File: config.mk
export PLATFORM = sky130hd
export DESIGN_NAME = spi_byte_rx_flat
export DESIGN_NICKNAME = d
export VERILOG_FILES = /design/src/rtl/spi_byte_rx_if.sv /design/src/rtl/spi_byte_rx.sv /design/src/flat_wrapper.sv
export SDC_FILE = /design/constraint.sdc
export NUM_CORES = 1
export LEC_CHECK = 0
export BUFFER_PORTS_ARGS = -buffer_cell sky130_fd_sc_hd__buf_2
export CORE_MARGIN = 1.5
export CORE_UTILIZATION = 45
export CTS_CLUSTER_DIAMETER = 30
export DETAILED_ROUTE_END_ITERATION = 8
export HOLD_SLACK_MARGIN = 0.1
export PLACE_DENSITY = 0.66
export SLEW_MARGIN = 20
export SYNTH_ARGS = -nofsm -noshare
export SYNTH_HDL_FRONTEND = slang
export SYNTH_SLANG_ARGS = --single-unit
export TNS_END_PERCENT = 1
File: constraint.sdc
create_clock -name clk -period 5.1 [get_ports clk]
set_input_delay 0.51 -clock clk [delete_from_list [all_inputs] [get_ports clk]]
set_output_delay 0.51 -clock clk [all_outputs]
set_load 0.1 [all_outputs]
File: src/rtl/spi_byte_rx_if.sv
// spi_byte_rx_if: received-byte valid/ready bundle.
// master drives data/dc/valid, slave returns ready.
interface spi_byte_rx_if;
  logic [7:0] data;
  logic       dc;
  logic       valid;
  logic       ready;

  modport master (
    output data, dc, valid,
    input  ready
  );

  modport slave (
    input  data, dc, valid,
    output ready
  );
endinterface

File: src/rtl/spi_byte_rx.sv
// spi_byte_rx: oversampled SPI byte receiver, MSB first on SCLK rise.
// Optional DC capture enabled by macro SPI_RX_DC_EN.
module spi_byte_rx #(
  parameter int SYNC_STAGES = 2,
  parameter int CNT_W       = 16
) (
  input  logic             clk,
  input  logic             rst_n,
  input  logic             sclk_in,
  input  logic             sdi,
  input  logic             cs_n,
`ifdef SPI_RX_DC_EN
  input  logic             dc_in,
`endif
  input  logic             clr_err,
  spi_byte_rx_if.master    rx,
  output logic             rx_overrun,
  output logic             frame_err,
  output logic             frame_active,
  output logic [CNT_W-1:0] rx_count
);

  typedef enum logic {IDLE, SHIFT} state_t;

  state_t state, state_nxt;

  logic [SYNC_STAGES-1:0] sclk_q, sdi_q, cs_q;
  logic sclk_d;
  logic sclk_s, sdi_s, cs_s, rise;

  logic [6:0] sr;
  logic [2:0] bit_cnt;
  logic [7:0] data_q;
  logic       valid_q;

  logic start, stop, shift_en;
  logic complete, load, drop, ferr_set;

  assign sclk_s = sclk_q[SYNC_STAGES-1];
  assign sdi_s  = sdi_q[SYNC_STAGES-1];
  assign cs_s   = cs_q[SYNC_STAGES-1];
  assign rise   = sclk_s & ~sclk_d;

  // Equal-depth synchronizers, idle levels on reset
  always_ff @(posedge clk) begin
    if (!rst_n) begin
      sclk_q <= '1;
      sdi_q  <= '1;
      cs_q   <= '1;
      sclk_d <= 1'b1;
    end else begin
      sclk_q <= {sclk_q[SYNC_STAGES-2:0], sclk_in};
      sdi_q  <= {sdi_q[SYNC_STAGES-2:0], sdi};
      cs_q   <= {cs_q[SYNC_STAGES-2:0], cs_n};
      sclk_d <= sclk_s;
    end
  end

  // Frame state register
  always_ff @(posedge clk) begin
    if (!rst_n) state <= IDLE;
    else        state <= state_nxt;
  end

  // Next state and per-cycle control strobes
  always_comb begin
    state_nxt = state;
    start     = 1'b0;
    stop      = 1'b0;
    unique case (state)
      IDLE: begin
        if (!cs_s) begin
          state_nxt = SHIFT;
          start     = 1'b1;
        end
      end
      SHIFT: begin
        if (cs_s) begin
          state_nxt = IDLE;
          stop      = 1'b1;
        end
      end
    endcase
    shift_en = (state == SHIFT) & ~cs_s & rise;
    complete = shift_en & (bit_cnt == 3'd7);
    load     = complete & (~valid_q | rx.ready);
    drop     = complete & ~load;
    ferr_set = stop & (bit_cnt != 3'd0);
  end

  assign frame_active = (state == SHIFT);

  // Shifter, holding register, counters and sticky flags
  always_ff @(posedge clk) begin
    if (!rst_n) begin
      sr         <= '0;
      bit_cnt    <= '0;
      data_q     <= '0;
      valid_q    <= 1'b0;
      rx_count   <= '0;
      rx_overrun <= 1'b0;
      frame_err  <= 1'b0;
    end else begin
      if (start) begin
        bit_cnt <= '0;
      end else if (shift_en) begin
        sr      <= {sr[5:0], sdi_s};
        bit_cnt <= bit_cnt + 3'd1;
      end

      if (start)     rx_count <= '0;
      else if (load) rx_count <= rx_count + 1'b1;

      if (load) data_q <= {sr, sdi_s};

      if (load)                    valid_q <= 1'b1;
      else if (valid_q & rx.ready) valid_q <= 1'b0;

      if (drop)         rx_overrun <= 1'b1;
      else if (clr_err) rx_overrun <= 1'b0;

      if (ferr_set)     frame_err <= 1'b1;
      else if (clr_err) frame_err <= 1'b0;
    end
  end

  assign rx.data  = data_q;
  assign rx.valid = valid_q;

`ifdef SPI_RX_DC_EN
  logic [SYNC_STAGES-1:0] dc_q;
  logic dc_s;
  logic dc_r;

  assign dc_s = dc_q[SYNC_STAGES-1];

  // DC synchronizer and capture on the completing rise
  always_ff @(posedge clk) begin
    if (!rst_n) begin
      dc_q <= '1;
      dc_r <= 1'b0;
    end else begin
      dc_q <= {dc_q[SYNC_STAGES-2:0], dc_in};
      if (load) dc_r <= dc_s;
    end
  end

  assign rx.dc = dc_r;
`else
  assign rx.dc = 1'b0;
`endif

endmodule

File: src/flat_wrapper.sv
// flat-port wrapper written by rule: the top's interface ports become plain ports
module spi_byte_rx_flat 
#(
  parameter int SYNC_STAGES = 2,
  parameter int CNT_W       = 16
)
  (clk, rst_n, sclk_in, sdi, cs_n, clr_err, rx_overrun, frame_err, frame_active, rx_count, rx_data, rx_dc, rx_valid, rx_ready);
  spi_byte_rx_if rx_i ();
  input  logic clk;
  input  logic rst_n;
  input  logic sclk_in;
  input  logic sdi;
  input  logic cs_n;
  input  logic clr_err;
  output logic rx_overrun;
  output logic frame_err;
  output logic frame_active;
  output logic [CNT_W-1:0] rx_count;
  output wire logic [$bits(rx_i.data)-1:0] rx_data;
  output wire logic [$bits(rx_i.dc)-1:0] rx_dc;
  output wire logic [$bits(rx_i.valid)-1:0] rx_valid;
  input wire logic [$bits(rx_i.ready)-1:0] rx_ready;
  assign rx_data = rx_i.data;
  assign rx_dc = rx_i.dc;
  assign rx_valid = rx_i.valid;
  assign rx_i.ready = rx_ready;
  spi_byte_rx #(.SYNC_STAGES(SYNC_STAGES), .CNT_W(CNT_W)) u_core (.clk(clk), .rst_n(rst_n), .sclk_in(sclk_in), .sdi(sdi), .cs_n(cs_n), .clr_err(clr_err), .rx(rx_i), .rx_overrun(rx_overrun), .frame_err(frame_err), .frame_active(frame_active), .rx_count(rx_count));
endmodule
# Word-level counts from Yosys, hierarchy flattened
# Index checks and enable logic that the tools add are counted.
# W data, S select, Z words.
# classes
magnitude_cmp	0
mux	9
add_sub_neg	2
div_mod_pow	0
bitwise_logic	15
shifts	0
mul	0
eq_ne	1
n_reduce_logical	6
# ops
cell	count
$add A16 B1 Y16 const B	1
$mux W1	9
$and A1 B1 Y1	8
$not A1 Y1	6
$reduce_bool A2 Y1	3
$add A3 B1 Y3 const B	1
$eq A3 B3 Y1 const B	1
$reduce_bool A3 Y1	1
$reduce_and A2 Y1	1
$reduce_or A2 Y1	1
$or A1 B1 Y1	1
# word_totals
ram_bits	0
memories	0
register_bits	45
in_bits	7
latchBits	0
mem_bits_ro	0

# Depth between registers and ports, before layout
# Gate-level depths: netlist (run 1).
# depth
word_depth	8
depth_mapped	6
ltp_nobuf	6

# Worst setup path before layout (run 1)
# No wires, ideal clock.
# synth_path
path_type	reg-to-reg
from	reg u_core.rx_count[0]
to	reg u_core.rx_count[15]
n_path_buf	0
t_required_ps	5029
path_slack_ps	2711
arrival_time_ps	2318
stages_incl_launch_ff	5
path_cell_list	dfxtp_1 nand2_1 or4_1 or4_1 a21oi_1
# synth_between
elab_chain_len	1
# synth_lines
element	line	text
start: declaration	spi_byte_rx.sv:20	output logic [CNT_W-1:0] rx_count
start signal: assignment	spi_byte_rx.sv:112	else if (load) rx_count <= rx_count + 1'b1;
$add A16 B1 Y16	spi_byte_rx.sv:112	
# Every way passes these cells.
# A chain may end at the register's enable or synchronous reset.

# Worst setup path after layout (run 1)
# layout_path
from	reg u_core.cs_q[1]
to	reg u_core.rx_count[5]
# layout_between
elab_chain_len	5
word_cells_on_any_way	8
cone_classes	mux (2); bitwise (5); reduce/logical (1)
# layout_lines
element	line	text
start: declaration	spi_byte_rx.sv:27	logic [SYNC_STAGES-1:0] sclk_q, sdi_q, cs_q;
start signal: assignment	spi_byte_rx.sv:54	cs_q <= {cs_q[SYNC_STAGES-2:0], cs_n};
$not A1 Y1	spi_byte_rx.sv:84	shift_en = (state == SHIFT) & ~cs_s & rise;
$and A1 B1 Y1 (2 in a row)	spi_byte_rx.sv:84	
$and A1 B1 Y1	spi_byte_rx.sv:85	complete = shift_en & (bit_cnt == 3'd7);
$and A1 B1 Y1	spi_byte_rx.sv:86	load = complete & (~valid_q | rx.ready);
# Parallel ways exist; a longest one is shown, timed or not.

==> summary.md, run 1 <==
| Metric | Value |
|---|---|
| NetSw | 134.7 µW |
| Slew @ Worst Pin | 595.6 ps |
| Skew-Pair Late Insertion Delay | 300 ps |
| Count leader, synth | dfxtp_1 |
| Pwr dens | 277.0 mW/mm² |
| Vias | 1453 |
| DRC | 0 |
| Cells after DPL | 272 |
| Flop-to-flop setup slack | 2740 ps |
| Router iterations before antenna repair | 4 |
| Worst Setup SP | u_core.cs_q[1] |
| HP Class | input pin to flop |
| Area Growth Syn to Fin | 15.58% |
| CTS buffer count | 5 |
| Avg WL per Cell | 12.17 µm |
| # setup viols final | 0 |
| Cell Area, Synth | 0.001839 mm² |
| Starting density of the core | 46.31% |
| Slew headroom | 60.30% |
| Leakage | slightly below 0.9 nW |
| FF-to-FF path depth | 4 |
| Final hold slack | 392.0 ps |
| Core footprint | 0.003971 mm² |
| Detail Placement HPWL | about 2300 µm |
| Fillers | between 300 and 400 |
| Setup crit end | u_core.rx_count[5] |
| Port Buf Inserts | 34 |
| Tot GR Track Use | 17.19% |
| First-pass GRT wire length | 5830 µm |
| Io pins | 36 |
| Yosys top cell by area | dfxtp_1 |
| CP required | 5340 ps |
| CTS max path bufs | 2 |
| Critical path peak fanout | 16 |
| EDFF count, synth | 0 |
| Average size of a mapped cell | 9.384 µm² |
| Area contributors post-synth | dfxtp_1 (49%), nand2_1 (5.1%), mux2i_1 (4.9%) |
| Synth top cells by count | dfxtp_1 (45), nand2_1 (25), a21oi_1 (14) |
| Final period utilization | 46.29% |
| CP Data Arrival Time | 2600 ps |
| Sequential power share | 60.2% |
| Worst vdd ir | approximately 0.20 mV |
| Outcome | complete, no violations |
| Max-slew violation count | 0 |
| Startpoint Class | flop |
| Final WL | 3408 µm |
| Area of the multi-input gates | 883.3 µm² |
| RSZ-0062 raised after global routing | false |
| Clock Power Share | 36.7% |
| N_diodes | 0 |
| Largest net degree at the start of global routing | 28 |
| Switching Share | a little under a quarter |
| Layout cell share with drive strength beyond 1 | 20.43% |
| Rows | 23 |
| 1st-iter DRT viols | roughly 100 |
| CTS H-tree lvls | 2 |
| Synthesized instance count | 196 |
| Die Area | 0.004480 mm² |
| R2R Path Start | u_core.cs_q[1] |
| GPL Wtd Cong | around 0.72 |
| Critical path endpoint category | flop |
| # clock sinks | 45 |
| Max Fclk | approximately 420 MHz |
| Sequential cell area fraction in the yosys report | 48.98% |
| Area share of the largest cell type after synthesis | 48.98% |
| Setup TNS | 0 ps |
| Vias in the first global route | 1259 |
| Final hold viol count | 0 |
| Asr flop ratio synth | 0% |
| Ys flop type | dfxtp_1 |
| Finished Layout Cells | 280 |
| #FFs+latches synth | 45 |
| Int Pwr | 454.2 µW |
| YS warnings | 0 |
| Post-CTS Setup Bufs | 0 |
| Clk_skew | 5.262 ps |
| Post-layout minimum cycle time | 2361 ps |
| Gate power share | 3.1% |
| CTS tree | built |
| Final net count | 240 |
| Clock Pin Slew Worst Setup and Hold Paths | about 80 ps |
| PostCTS Resize Cnt | 0 |
| Die height | 66.93 µm |
| Initial antenna violation count | 0 |
| Gr ovfl total | 0 |
| Syn Nets | 207 |
| Max_cap viols | 0 |
| Chip width | 66.93 µm |
| Post-DRT Antenna Nets | 0 |
| Clock Root Buffer | clkbuf_8 |
| Hold buffer count at CTS | 0 |
| CP Class | flop to flop |
| Reg2Reg Capture Point | u_core.rx_count[5] |
| Synth cell types | 33 |
| Register area | approximately 900 µm² |
| Vias per cell | 5.189 |
## power groups by stage
stage	Clock [mW]	Combinational, mW	Sequential (mW)
6_report	0.216	0.0181	0.355
4_1_cts	0.220	0.0182	0.355
3_3_place_gp	0	0.0181	0.363
3_5_place_dp	0	0.0182	0.363
5_1_grt	0.235	0.0196	0.355
2_1_floorplan	0	0.0120	0.364
## cells by family (layout without fill, tap and decap cells)
group | Yosys count | after routing | synth area share, %
mux | 10 | 10 | 5.510
fa+ha+maj | 4 | 4 | 2.721
simple gates | 83 | 83 | 25.51
other cells | 1 | 1 | 0.2039
compound gates | 37 | 37 | 12.65
buf+inv | 13 | 47 | 2.993
flops | 45 | 45 | 48.98
xor+xnor | 3 | 3 | 1.429
## how the worst min path moves through the flow
stage | from | end | slack, ps | depth (start not counted)
floorplan | u_core.cs_q[0] | u_core.cs_q[1] | 390 | 1
global placement | u_core.sdi_q[0] | u_core.sdi_q[1] | 390 | 1
detailed placement | u_core.sdi_q[0] | u_core.sdi_q[1] | 400 | 1
CTS | sdi | u_core.sdi_q[0] | 390 | 2
global route | sdi | u_core.sdi_q[0] | 400 | 2
finish | sdi | u_core.sdi_q[0] | 390 | 2
## placed cells by master (no fill, tap or decap), types with 2 or more instances in the layout
cell,Yosys,layout
a21oi_1,14,14
a21boi_0,8,8
mux2i_1,9,9
buf_2,2,34
nand4_1,4,4
nor2b_1,10,10
clkinv_2,0,2
and2_1,2,2
clkbuf_8,0,5
nor2_1,7,7
ha_1,4,4
nand2_1,25,25
nand3_2,3,3
o31ai_1,8,8
xor2_1,2,2
or3_1,5,5
nand2b_1,9,9
dfxtp_1,45,45
nand3_1,4,4
or4_1,9,9
inv_1,4,4
o21ai_0,5,4
## per-layer routing
layer  vias up  part of all wire (%)  GRT usage (%)
met3         7                   3.8          3.547
li1        754                     -              -
met4         0                   1.9          7.653
met5         -                     0              0
met1       662                    50          23.58
met2        30                    44          25.87
## critical path, stage by stage, from the launching register on
cell,delay [ps]
dfxtp_1,350
and4bb_1,650
nand3_2,520
or4_1,630
a21oi_1,150
## per-stage QoR
step / worst slack, ps / cell area, µm² / total power, mW / util (%)
6_report: 2739 / 2126 / 0.5889 / 53.53
3_5_place_dp: 2751 / 2039 / 0.3813 / 51.35
4_1_cts: 2715 / 2126 / 0.5932 / 53.53
3_3_place_gp: 2798 / 2039 / 0.3811 / 51.35
5_1_grt: 2520 / 2126 / 0.6097 / 53.53
2_1_floorplan: 2711 / 1839 / 0.3763 / -
## state kept, by name, indices dropped and copies added (netlist names)
name / cells
u_core.cs_q: 2
u_core.sclk_q: 2
u_core.sr: 7
u_core.sclk_d: 1
u_core.bit_cnt: 3
u_core.sdi_q: 2
u_core.rx.data: 8
u_core.rx_overrun: 1
u_core.rx_count: 16
u_core.rx.valid: 1
u_core.frame_active: 1
u_core.frame_err: 1
## area by class of cell
class                      instances  area share (%)
clock inverter                     3          0.8240
multi-input combinational        138           41.55
sequential                        45           42.38
tap                               50           2.943
clock buffer                       5           3.237
timing repair buffer              35           8.358
inverter                           4          0.7063
Note: power is estimated with default switching activity, not from simulation.
==> run 2, diff against run 1 <==
--- a/config.mk
+++ b/config.mk
@@ -11,7 +11,7 @@
 export CTS_CLUSTER_DIAMETER = 30
 export DETAILED_ROUTE_END_ITERATION = 8
 export HOLD_SLACK_MARGIN = 0.1
-export PLACE_DENSITY = 0.66
+export PLACE_DENSITY = 0.69
 export SLEW_MARGIN = 20
 export SYNTH_ARGS = -nofsm -noshare
 export SYNTH_HDL_FRONTEND = slang
==> constraint.sdc (replaced) <==
create_clock -name clk -period 2.1 [get_ports clk]
set_input_delay 0.21 -clock clk [delete_from_list [all_inputs] [get_ports clk]]
set_output_delay 0.21 -clock clk [all_outputs]
set_load 0.1 [all_outputs]
==> summary.md, run 2 (synthesized netlist as in run 1, its figures left out) <==
| Metric | Value |
|---|---|
| CTS max path bufs | 2 (unchanged) |
| HP Class | input pin to flop |
| Biggest register | u_core.rx_count |
| Pwr dens | 685.7 mW/mm² (+150%) |
| Most frequent cells in the layout | buf_2 (34), dfxtp_1 (33), nand2_1 (25) |
| Flop-to-flop setup slack | 250 ps (-2490 ps) |
| Final hold viol count | 0 (unchanged) |
| Total power | 1.531 mW (+160%) |
| Setup TNS | 0 ps (unchanged) |
| Worst Setup SP | u_core.bit_cnt[0] |
| Clk_skew | 6.739 ps (+1.477 ps) |
| 1st-iter DRT viols | 105 (+1.9%) |
| Port Buf Inserts | 34 (unchanged) |
| Initial antenna violation count | 0 (unchanged) |
| Clock Root Buffer | clkbuf_8 |
| Skew-Pair Late Insertion Delay | 290 ps (about the same) |
| CP max stage delay | 400 ps (-250 ps) |
| N_diodes | 0 (unchanged) |
| Reg2Reg Capture Point | u_core.rx_count[10] |
| CP dominant cell by count | ha_1 |
| Chip width | 66.93 µm (unchanged) |
| DRC | 0 (unchanged) |
| Router iterations before antenna repair | 4 (unchanged) |
| Number of flip-flops in the largest register | 16 (unchanged) |
| Worst vdd ir | 0.5199 mV (+160%) |
| CTS H-tree lvls | 2 (unchanged) |
| Post-layout minimum cycle time | 1853 ps (-507.6 ps) |
| Avg WL per Cell | 12.38 µm (+1.7%) |
| Vias in the first global route | 1264 (+0.40%) |
| Finished Layout Cells | 288 (+2.9%) |
| Commonest non-fill, non-tap cell in the layout | buf_2 |
| Clock Pin Slew Worst Setup and Hold Paths | 80 ps (about the same) |
| FF-to-FF path depth | 7 (+3) |
| Starting density of the core | 46.31% (unchanged) |
| Rows | 23 (unchanged) |
| Placed Area | 0.002085 mm² (+2.2%) |
| Final hold slack | 296.5 ps (-95.48 ps) |
| CTS tree | built |
| Final WL | 3564 µm (+4.6%) |
| Max Fclk | 539.7 MHz (+27%) |
| PostCTS Resize Cnt | 0 (unchanged) |
| Register area | 915.9 µm² (+1.7%) |
| CTS buffer count | 5 (unchanged) |
| First-pass GRT wire length | 5885 µm (+0.94%) |
| Detail Placement HPWL | 2440 µm (+5.9%) |
| Vias per cell | 5.167 (-0.44%) |
| Crit path cell chain | ha_1 -> ha_1 -> and2_1 -> nand4_1 -> buf_4 -> or4_1 -> a21oi_1 |
| Max-slew violation count | 0 (unchanged) |
| Layout cell share with drive strength beyond 1 | 26.89% (+6.5 points) |
| Die Area | 0.004480 mm² (unchanged) |
| Core footprint | 0.003971 mm² (unchanged) |
| Final period utilization | 88.24% (+42 points) |
| # clock sinks | 45 (unchanged) |
| Gr ovfl total | 0 (unchanged) |
| Setup crit end | u_core.rx_count[10] |
| Io pins | 36 (unchanged) |
| Vias | 1488 (+2.4%) |
| R2R Path Start | u_core.bit_cnt[0] |
| GPL Wtd Cong | 0.7144 (-0.28%) |
| Area Growth Syn to Fin | 21.43% |
| Outcome | complete, no violations |
| Cells after DPL | 276 (+1.5%) |
| Tot GR Track Use | 17.75% (+0.56 points) |
| Leakage | 0.9284 nW (+6.4%) |
| CP max-delay cell | or4_1 |
| Design area | 0.002233 mm² (+5.1%) |
| CP Class | flop to flop |
| Fillers | 366 (-7.3%) |
| Largest net degree at the start of global routing | 27 (-3.6%) |
| Critical path endpoint category | flop |
| CP Data Arrival Time | 2060 ps (-540 ps) |
| Slew headroom | 44.75% (-16 points) |
| RSZ-0062 raised after global routing | false |
| # setup viols final | 0 (unchanged) |
| Slew @ Worst Pin | 823.2 ps (+227.6 ps) |
| Area of the multi-input gates | 883.3 µm² (unchanged) |
| Post-DRT Antenna Nets | 0 (unchanged) |
| Final net count | 249 (+3.8%) |
| Critical path peak fanout | 8 (-8) |
| Max_cap viols | 0 (unchanged) |
| CP required | 2310 ps (-3030 ps) |
| Startpoint Class | flop |
| Die height | 66.93 µm (unchanged) |
[run 2: how the worst min path moves through the flow]
| stage | slack, ps | from | endpoint | depth (start not counted) |
|---|---|---|---|---|
| after floorplan | 280 | rst_n | u_core.cs_q[1] | 1 |
| after global placement | 390 | u_core.sclk_q[0] | u_core.sclk_q[1] | 1 |
| after detailed placement | 400 | cs_n | u_core.cs_q[0] | 2 |
| after CTS | 300 | clr_err | u_core.frame_err | 4 |
| after global routing | 310 | clr_err | u_core.frame_err | 4 |
| final | 300 | clr_err | u_core.frame_err | 4 |
[run 2: where the power goes]
group	switching (mW)	internal, mW	total [mW]
registers	0.00314	0.859	0.862
clock network	0.274	0.346	0.620
logic	0.0304	0.0194	0.0498
total	0.308	1.22	1.53
[run 2: cell type report]
cell class	count	share of cell area (%)
multi-input cells	138	39.55
clock buffers	5	3.081
flip-flops and latches	45	41.01
repair buffers	44	11.32
inverters	4	0.6723
clock inverters	2	1.569
well taps	50	2.801
[run 2: timing repair]
| action | in CTS | in global routing |
|---|---|---|
| endpoints found under the hold margin | 3 | 0 |
| buffers inserted | 0 | 2 |
| hold buffers | 3 | 0 |
| endpoints found under the setup margin | 0 | 3 |
[run 2: per-layer routing]
| layer | up-vias | routed length [µm] | track usage, % |
|---|---|---|---|
| met4 | 0 | 57 | 6.888 |
| met5 | - | 0 | 0 |
| met1 | 672 | 1787 | 24.25 |
| met2 | 36 | 1532 | 26.00 |
| met3 | 6 | 186 | 5.405 |
| li1 | 774 | - | - |
[run 2: critical path: cells and delay by family (launching register included)]
family,cells,cell delay [ps]
buf+inv,1,180
fa+ha+maj,2,410
compound gates,1,150
flops,1,370
simple gates,3,670
[run 2: through the flow]
step / worst slack (ps) / utilization (%)
6_report: 247.0 / 56.24
5_1_grt: 88.48 / 56.24
4_1_cts: 164.1 / 55.86
3_5_place_dp: 195.9 / 52.49
3_3_place_gp: 288.9 / 52.49
2_1_floorplan: -8.308 / -
==> run 3, diff against run 2 <==
--- a/config.mk
+++ b/config.mk
@@ -11,7 +11,7 @@
 export CTS_CLUSTER_DIAMETER = 30
 export DETAILED_ROUTE_END_ITERATION = 8
 export HOLD_SLACK_MARGIN = 0.1
-export PLACE_DENSITY = 0.69
+export PLACE_DENSITY = 0.66
 export SLEW_MARGIN = 20
 export SYNTH_ARGS = -nofsm -noshare
 export SYNTH_HDL_FRONTEND = slang
==> constraint.sdc (replaced) <==
create_clock -name clk -period 2 [get_ports clk]
set_input_delay 0.2 -clock clk [delete_from_list [all_inputs] [get_ports clk]]
set_output_delay 0.2 -clock clk [all_outputs]
set_load 0.1 [all_outputs]
==> summary.md, run 3 (synthesized netlist as in run 1, its figures left out) <==
| Metric | Value |
|---|---|
| Initial antenna violation count | 0 (unchanged) |
| HP Class | input pin to flop |
| Fillers | 357 (-2.5%) |
| Leakage | 0.9185 nW (-1.1%) |
| Rows | 23 (unchanged) |
| Post-layout minimum cycle time | 1845 ps (-7.958 ps) |
| Flop-to-flop setup slack | 150 ps (-90 ps) |
| Worst vdd ir | 0.4779 mV (-8.1%) |
| DRC | 0 (unchanged) |
| Max Fclk | 542.0 MHz (+0.43%) |
| Worst Setup SP | u_core.bit_cnt[0] |
| CP Data Arrival Time | 2080 ps (+20 ps) |
| Io pins | 36 (unchanged) |
| Starting density of the core | 46.31% (unchanged) |
| Max_cap viols | 0 (unchanged) |
| CTS max path bufs | 2 (unchanged) |
| Crit path cell chain | ha_1 -> ha_2 -> and2_1 -> nand4_1 -> or4_1 -> a21oi_1 |
| Final net count | 249 (unchanged) |
| FF-to-FF path depth | 6 (-1) |
| Layout cell share with drive strength beyond 1 | 29.29% (+2.4 points) |
| 1st-iter DRT viols | 84 (-20%) |
| Number of flip-flops in the largest register | 16 (unchanged) |
| Slew @ Worst Pin | 496.6 ps (-326.6 ps) |
| Area Growth Syn to Fin | 21.09% |
| Biggest register | u_core.rx_count |
| Tot GR Track Use | 16.65% (-1.1 points) |
| Vias | 1494 (+0.40%) |
| Reg2Reg Capture Point | u_core.rx_count[14] |
| CTS tree | built |
| Sequential power share | 59.3% (+3.0 points) |
| Port Buf Inserts | 34 (unchanged) |
| Clock Root Buffer | clkbuf_8 |
| Top delay family on crit path | simple AND/OR/NAND/NOR gates |
| Largest net degree at the start of global routing | 27 (unchanged) |
| Total power | 1.525 mW (-0.42%) |
| Clk_skew | 5.198 ps (-1.541 ps) |
| # setup viols final | 0 (unchanged) |
| Chip width | 66.93 µm (unchanged) |
| Switching Share | 23.21% (+3.1 points) |
| N_diodes | 0 (unchanged) |
| Critical path endpoint category | flop |
| Final hold viol count | 0 (unchanged) |
| Post-DRT Antenna Nets | 0 (unchanged) |
| Worst path depth | 6 (-1) |
| Vias per cell | 5.170 (about the same) |
| RSZ-0062 raised after global routing | false |
| CP max stage delay | 470 ps (+70 ps) |
| Detail Placement HPWL | 2405 µm (-1.4%) |
| Clock Power Share | 37.1% (-3.4 points) |
| Router iterations before antenna repair | 4 (unchanged) |
| Vias in the first global route | 1237 (-2.1%) |
| NetSw | 353.9 µW (+15%) |
| Gate power share | 3.5% (+0.2 points) |
| Min-delay src | clr_err |
| Skew-Pair Late Insertion Delay | 300 ps (about the same) |
| Clock Pin Slew Worst Setup and Hold Paths | 90 ps (about the same) |
| Die Area | 0.004480 mm² (unchanged) |
| Most frequent cells in the layout | buf_2 (34), dfxtp_1 (29), nand2_1 (25) |
| Utilization after layout | 56.08% (-0.16 points) |
| CP max-delay cell | or4_1 |
| First-pass GRT wire length | 5478 µm (-6.9%) |
| Final period utilization | 92.25% (+4.0 points) |
| CTS H-tree lvls | 2 (unchanged) |
| Setup crit end | u_core.rx_count[14] |
| Pwr dens | 684.8 mW/mm² (-0.14%) |
| CTS buffer count | 5 (unchanged) |
| Commonest non-fill, non-tap cell in the layout | buf_2 |
| CP Class | flop to flop |
| # clock sinks | 45 (unchanged) |
| Int Pwr | 1.171 mW (-4.3%) |
| Die height | 66.93 µm (unchanged) |
| Max-slew violation count | 0 (unchanged) |
| Avg WL per Cell | 12.11 µm (-2.2%) |
| GPL Wtd Cong | 0.7549 (+5.7%) |
| R2R Path Start | u_core.bit_cnt[0] |
| Final WL | 3499 µm (-1.8%) |
| Critical path peak fanout | 8 (unchanged) |
| Gr ovfl total | 0 (unchanged) |
| CP required | 2230 ps (-80 ps) |
| Core footprint | 0.003971 mm² (unchanged) |
| CP Buf/Inv Count | 0 (-1) |
| Startpoint Class | flop |
| Slew headroom | 66.67% (+22 points) |
| Outcome | complete, no violations |
[run 3: routing by layer]
layer  GRT usage [%]  wire, µm  vias to the layer above
met4           9.184        68                        0
met3           4.054       134                        7
met5               0         0                        -
li1                -         -                      773
met2           27.13      1548                       29
met1           19.98      1748                      685
[run 3: power groups by stage]
stage          Clock [mW]  Combinational, mW  Sequential [mW]
2_1_floorplan           0             0.0305            0.929
3_3_place_gp            0             0.0495            0.926
3_5_place_dp            0             0.0502            0.926
4_1_cts             0.587             0.0544            0.905
5_1_grt             0.620             0.0581            0.906
6_report            0.566             0.0539            0.905
[run 3: worst min-delay path by stage]
| stage | to | slack (ps) | depth (start not counted) |
|---|---|---|---|
| 6_report | u_core.frame_err | 270 | 4 |
| 5_1_grt | u_core.frame_err | 300 | 4 |
| 4_1_cts | u_core.frame_err | 270 | 4 |
| 3_5_place_dp | u_core.sclk_q[0] | 380 | 2 |
| 3_3_place_gp | u_core.sclk_q[0] | 380 | 2 |
| 2_1_floorplan | u_core.cs_q[1] | 270 | 1 |
[run 3: timing repair]
action	in CTS	in global routing
setup buffers	0	0
hold endpoints to repair	3	0
gates resized for setup	0	1
hold buffers	3	0
endpoints found under the setup margin	0	4
[run 3: through the flow]
stage	hold slack [ps]	TNS (ps)	std cells	instance area (µm²)	setup slack (ps)
floorplan	273.0	-181.3	196	1859	-26.65
global placement	382.2	0	278	2105	178.3
detailed placement	385.0	0	278	2105	131.4
CTS	268.8	0	289	2225	107.1
global route	300.5	0	289	2227	0.3764
finish	272.8	0	289	2227	155.0
[run 3: final cells by class]
type | count | area (µm²) | area share [%]
flip-flops and latches | 45 | 920.9 | 41.35
multi-input cells | 138 | 885.9 | 39.78
repair buffers | 44 | 252.7 | 11.35
clock buffers | 5 | 68.82 | 3.090
well taps | 50 | 62.56 | 2.809
clock inverters | 3 | 21.27 | 0.9551
inverters | 4 | 15.01 | 0.6742
[run 3: worst register-to-register path: cells and delay by family, from the launching register on]
family,cells,cell delay (ps)
simple gates,3,850
flops,1,380
fa+ha+maj,2,390
compound gates,1,150
